[src/rtl/arb_pkg.sv]
// arb_pkg: shared FSM state encoding (state_e) and arbitration mode constants (MODE_FIXED, MODE_RR) for req_arbiter
package arb_pkg;
  typedef enum logic {IDLE, GRANT} state_e;
  localparam logic MODE_FIXED = 1'b0;
  localparam logic MODE_RR = 1'b1;
endpackage

[src/rtl/arb_pick.sv]
// arb_pick: combinational winner search; in req, ptr (rr start), mode; out win (index), valid (any request)
module arb_pick import arb_pkg::*; #(
  parameter int N = 4,
  parameter int W = $clog2(N)
) (
  input  logic [N-1:0] req,
  input  logic [W-1:0] ptr,
  input  logic         mode,
  output logic [W-1:0] win,
  output logic         valid
);
  logic [W-1:0] hi, lo_m, lo_u;
  logic         fm;
  always_comb begin
    hi = '0;
    lo_m = '0;
    lo_u = '0;
    fm = 1'b0;
    for (int i = 0; i < N; i++) if (req[i]) hi = W'(i);
    for (int i = N - 1; i >= 0; i--) begin
      if (req[i]) lo_u = W'(i);
      if (req[i] && i >= int'(ptr)) begin
        lo_m = W'(i);
        fm = 1'b1;
      end
    end
    win = mode == MODE_RR ? (fm ? lo_m : lo_u) : hi;
  end
  assign valid = |req;
endmodule

[src/rtl/req_arbiter.sv]
// req_arbiter: fixed/round-robin grant holder; in clk, reset (async), req, done, mode; out gnt (one-hot), owner, busy, timeout
module req_arbiter import arb_pkg::*; #(
  parameter int N = 4,
  parameter int MAX_HOLD = 8
) (
  input  logic                 clk,
  input  logic                 reset,
  input  logic [N-1:0]         req,
  input  logic                 done,
  input  logic                 mode,
  output logic [N-1:0]         gnt,
  output logic [$clog2(N)-1:0] owner,
  output logic                 busy,
  output logic                 timeout
);
  localparam int W = $clog2(N);
  localparam int CW = $clog2(MAX_HOLD);
  state_e          state, state_n;
  logic [W-1:0]    ptr, ptr_n, win, owner_n;
  logic [CW-1:0]   cnt, cnt_n;
  logic [N-1:0]    gnt_n;
  logic            gmode, gmode_n, busy_n, to_n, valid, lim, rel;
  arb_pick #(.N(N), .W(W)) u_pick (
    .req  (req),
    .ptr  (ptr),
    .mode (mode),
    .win  (win),
    .valid(valid)
  );
  assign lim = cnt == CW'(MAX_HOLD - 1);
  assign rel = done || !req[owner] || lim;
  always_ff @(posedge clk or posedge reset) begin
    if (reset) begin
      state <= IDLE;
      gnt <= '0;
      owner <= '0;
      busy <= 1'b0;
      timeout <= 1'b0;
      ptr <= '0;
      cnt <= '0;
      gmode <= MODE_FIXED;
    end else begin
      state <= state_n;
      gnt <= gnt_n;
      owner <= owner_n;
      busy <= busy_n;
      timeout <= to_n;
      ptr <= ptr_n;
      cnt <= cnt_n;
      gmode <= gmode_n;
    end
  end
  always_comb begin
    state_n = state;
    gnt_n = gnt;
    owner_n = owner;
    busy_n = busy;
    to_n = 1'b0;
    ptr_n = ptr;
    cnt_n = cnt;
    gmode_n = gmode;
    if (state == IDLE) begin
      if (valid) begin
        state_n = GRANT;
        gnt_n = N'(1) << win;
        owner_n = win;
        busy_n = 1'b1;
        cnt_n = '0;
        gmode_n = mode;
      end
    end else if (rel) begin
      state_n = IDLE;
      gnt_n = '0;
      owner_n = '0;
      busy_n = 1'b0;
      to_n = lim && !done && req[owner];
      ptr_n = gmode == MODE_RR ? (owner == W'(N - 1) ? '0 : owner + 1'b1) : ptr;
    end else begin
      cnt_n = cnt + 1'b1;
    end
  end
endmodule

[config.mk]
export PLATFORM = sky130hd
export DESIGN_NAME = req_arbiter
export DESIGN_NICKNAME = d
export VERILOG_FILES = /design/src/rtl/arb_pkg.sv /design/src/rtl/arb_pick.sv /design/src/rtl/req_arbiter.sv
export SDC_FILE = /design/constraint.sdc
export NUM_CORES = 1
export LEC_CHECK = 0
export CORE_ASPECT_RATIO = 1.1
export CORE_MARGIN = 5
export CORE_UTILIZATION = 50
export CTS_CLUSTER_DIAMETER = 200
export DETAILED_ROUTE_END_ITERATION = 16
export GPL_TIMING_DRIVEN = 0
export PLACE_DENSITY = 0.8
export SYNTH_ARGS = -nofsm -noshare
export SYNTH_HDL_FRONTEND = slang
export SYNTH_HIERARCHICAL = 1
export SYNTH_SLANG_ARGS = --single-unit
[constraint.sdc]
create_clock -name clk -period 1.98 [get_ports clk]
set_input_delay 0.396 -clock clk [delete_from_list [all_inputs] [get_ports clk]]
set_output_delay 0.396 -clock clk [all_outputs]
set_load 0.01 [all_outputs]
==> qor.yml, run 1 <==
cts:
  ctsLongestPathBuffers: 2
  tritoncts.num_buffers: 3
  clk_pin_slew_worst_paths_ns: 0.09
  cts_tree: "yes"
  clock_tree.htree_level_count: 1
  clkLatencyLatePin_ns: 0.29
  clock_sink_total: 15
  clockRootBuffer: "sky130_fd_sc_hd__clkbuf_4"
global_routing:
  grt_start_max_net_pins: 16
  via_count_of_the_first_global_routing_pass: 713
  global_route_usage_over_all_layers_pct: 14.8
  grt_antenna_before_repair: 0
  grt_pass1_wl_mm: 3.04
  grt.overflow.total: 0
floorplanning:
  die_area_mm2: 0.00271
  initial_core_util_pct: 51.3
  placeable_core_area_mm2: 0.00172
  number_of_top_level_pins: 16
  fp.dieW_um: 50.1
  die_h_um: 54.1
  placement_rows: 16
final_layout:
  post-route-util_pct: 66.1
  filler_cell_count: 143
  fin_nets: 121
  instances_no_fill: 127
  most_common_cell_after_layout_fill_and_taps_aside: "sky130_fd_sc_hd__dfrtp_1"
  n_antenna_cell: 0
  syn2layout_area_growth_pct: 28.8
  multiInputGateArea_um2: 514
  layout_common_cells: "sky130_fd_sc_hd__dfrtp_1, sky130_fd_sc_hd__clkdlybuf4s50_1, sky130_fd_sc_hd__nor2_1, sky130_fd_sc_hd__nand2_1, sky130_fd_sc_hd__nor2b_1"
  ff_latch_area_um2: 375
  final_layout_size_suffix_gt1_share_pct: 16.5
outcome:
  status: "completed"
logic_synthesis:
  syn_avg_cell_area_um2: 10.0
  synth.ff_latch_count: 15
  ys.warnings.count: 6
  synth_largest_type_area_fraction_pct: 42.5
  synth_area_leaders: "sky130_fd_sc_hd__dfrtp_1, sky130_fd_sc_hd__mux2i_1, sky130_fd_sc_hd__mux2_4"
  synth_fp_nets: 99
  yosys.cell_types.count: 26
  synthDominantAreaCellType: "sky130_fd_sc_hd__dfrtp_1"
  syn-cell-area_um2: 883
  post_synth_inst_count: 88
  synth_sequential_area_ratio_pct: 42.5
drt:
  avgRoutedWirePerCell_um: 14.1
  drt_iter0_markers: 17
  detailroute.via_count: 723
  drt_first_pass_iters: 4
  drc: 0
  detail-route-antenna-nets: 0
  drt_wl_total_mm: 1.79
  dr_vias_cell: 5.69
setup_path:
  critical_path_required_ns: 2.16
  crit_top_cell: "sky130_fd_sc_hd__mux2_4"
  crit_start: "req[1]"
  timing_worst_setup_path_type: "in2reg"
  timing.critical_path.cells: "clkdlybuf4s50_1 -> mux2_4 -> a22oi_4 -> and3_4 -> mux2_4"
  timing.critical_path.fanout_max: 9
  arrival_time_at_the_worst_endpoint_ns: 2.07
  worstSetupEndpointType: "flip-flop"
  worst_r2r_startpoint: "ptr[1]"
  critical_path.startpoint_type: "input pin"
  crit_path_slowest_cell: "sky130_fd_sc_hd__clkdlybuf4s50_1"
  timing.critical_path.slowest_cell_delay_ns: 0.50
sta:
  tightestPinTransition_ns: 0.562
  timing_hold_violations_final: 0
  slew_headroom_pct: 62.2
  max_freq_mhz: 530
  setup_viol: 0
  fin_crit_ns: 1.89
  clock-skew-final_ns: 0.00487
  grt_setup_unrepaired: "no"
  layout_worst_path_cycle_share_pct: 95.3
  maxSlewViolCount: 0
placed_design:
  place_congestion: 0.706
  placed_cells_incl_taps: 121
  place.detailed.hpwl_mm: 1.29
  portBuffers: 15
run:
  drv.max_cap_violation_count: 0
hold_path:
  hold_class: "in2async"
power_and_ir_drop:
  power-per-cell-area_mw_per_mm2: 1240
  p_total_mw: 1.41
  ir_drop_v: 0.000761
  power.static_leakage_nw: 0.543
-- worst max-delay path, delay by kind of cell --
family | cells | cell delay [ns]
mux | 2 | 0.63
buf+inv | 1 | 0.50
compound gates | 1 | 0.29
simple gates | 1 | 0.25
-- cells in the mapped netlist --
cell and instances:
sky130_fd_sc_hd__nor2_1 8, sky130_fd_sc_hd__nand3_1 2, sky130_fd_sc_hd__inv_1 3, sky130_fd_sc_hd__clkbuf_1 3, sky130_fd_sc_hd__and3_4 1, sky130_fd_sc_hd__nor3b_1 1, sky130_fd_sc_hd__a31oi_1 2, sky130_fd_sc_hd__nand2b_1 2
sky130_fd_sc_hd__or3_1 1, sky130_fd_sc_hd__a22o_1 2, sky130_fd_sc_hd__nand4b_1 1, sky130_fd_sc_hd__a22oi_4 1, sky130_fd_sc_hd__nor2b_1 7, sky130_fd_sc_hd__o21ai_0 2, sky130_fd_sc_hd__mux2_2 3, sky130_fd_sc_hd__a21oi_1 3
sky130_fd_sc_hd__nor3b_2 1, sky130_fd_sc_hd__o22ai_1 4, sky130_fd_sc_hd__ha_1 3, sky130_fd_sc_hd__a21o_1 1, sky130_fd_sc_hd__nand2_1 8, sky130_fd_sc_hd__mux2_4 3, sky130_fd_sc_hd__nor3_1 4, sky130_fd_sc_hd__a22oi_1 1
sky130_fd_sc_hd__mux2i_1 6, sky130_fd_sc_hd__dfrtp_1 15
-- per-layer routing --
metal | GRT usage (%) | vias up | part of all wire, %
met5 | 0 | - | 0
met1 | 16.4 | 345 | 42
li1 | - | 359 | -
met3 | 3.60 | 5 | 6.2
met4 | 9.61 | 0 | 2.5
met2 | 25.3 | 14 | 49
-- flip-flops by register name (all words and copies together) (netlist names) --
register	count
gnt	4
owner	2
timeout	1
cnt	3
gmode	1
state	1
ptr	2
busy	1
-- where the power goes --
group	total [mW]	internal [mW]	switching [mW]
registers	0.524	0.417	0.107
clock network	0.179	0.0785	0.101
logic	0.709	0.396	0.313
-- kinds of logic after synthesis --
kind of cell	Yosys count	share of synthesized area [%]
adder cells (fa/ha/maj)	3	4.25
multiplexers	12	15.7
AO/OA/AOI/OAI	16	13.2
AND/OR/NAND/NOR	36	21.8
flip-flops	15	42.5
buffers and inverters	6	2.55
-- path summary, 6_finish.rpt --
kind / end / slack (ns) / cells after the start
max: ptr[0] / 0.09 / 5
min: gnt[0] / 0.45 / 2
max reg2reg: owner[0] / 0.12 / 8
min reg2reg: cnt[1] / 0.52 / 1
max in group asynchronous: timeout / 1.16 / 2
min in group clk: cnt[1] / 0.52 / 1
-- final cells by class --
| cell class | instances | share of cell area, % |
|---|---|---|
| multi-input combinational | 67 | 45.2 |
| sequential | 15 | 33.0 |
| timing repair buffer | 18 | 15.8 |
| clock buffer | 4 | 2.31 |
| tap | 18 | 1.98 |
| inverter | 3 | 0.990 |
| buffer | 2 | 0.660 |
-- through the flow --
stage	hold WS, ns	worst slack [ns]	instance area (µm²)	TNS, ns
floorplan	0.297	0.223	883	0
global placement	0.491	-0.416	1060	-2.99
detailed placement	0.498	-0.478	1060	-3.47
CTS	0.467	0.0182	1100	0
global route	0.512	0.00619	1140	0
finish	0.449	0.0940	1140	0
-- repair_timing --
| action | 4_1_cts | 5_1_grt |
|---|---|---|
| pin swaps | 0 | 2 |
| hold buffers | 0 | 0 |
| resized for setup | 2 | 6 |
| setup buffers | 0 | 3 |
| endpoints found under the setup margin | 5 | 7 |
No activity file was read; power rests on OpenSTA's default activity.
==> run 2: changes to the inputs <==
--- a/config.mk
+++ b/config.mk
@@ -5,6 +5,7 @@
 export SDC_FILE = /design/constraint.sdc
 export NUM_CORES = 1
 export LEC_CHECK = 0
+export CAP_MARGIN = 20
 export CORE_ASPECT_RATIO = 1.1
 export CORE_MARGIN = 5
 export CORE_UTILIZATION = 50
@@ -12,6 +13,7 @@
 export DETAILED_ROUTE_END_ITERATION = 16
 export GPL_TIMING_DRIVEN = 0
 export PLACE_DENSITY = 0.8
+export SLEW_MARGIN = 20
 export SYNTH_ARGS = -nofsm -noshare
 export SYNTH_HDL_FRONTEND = slang
 export SYNTH_HIERARCHICAL = 1
==> results of run 2 <==
Final layout, timing and power as in run 1 (identical DEF).
==> run 3: changes to the inputs <==
--- a/config.mk
+++ b/config.mk
@@ -10,6 +10,7 @@
 export CORE_MARGIN = 5
 export CORE_UTILIZATION = 50
 export CTS_CLUSTER_DIAMETER = 200
+export CTS_CLUSTER_SIZE = 25
 export DETAILED_ROUTE_END_ITERATION = 16
 export GPL_TIMING_DRIVEN = 0
 export PLACE_DENSITY = 0.8
==> results of run 3 <==
Final layout, timing and power as in run 1 (identical DEF).
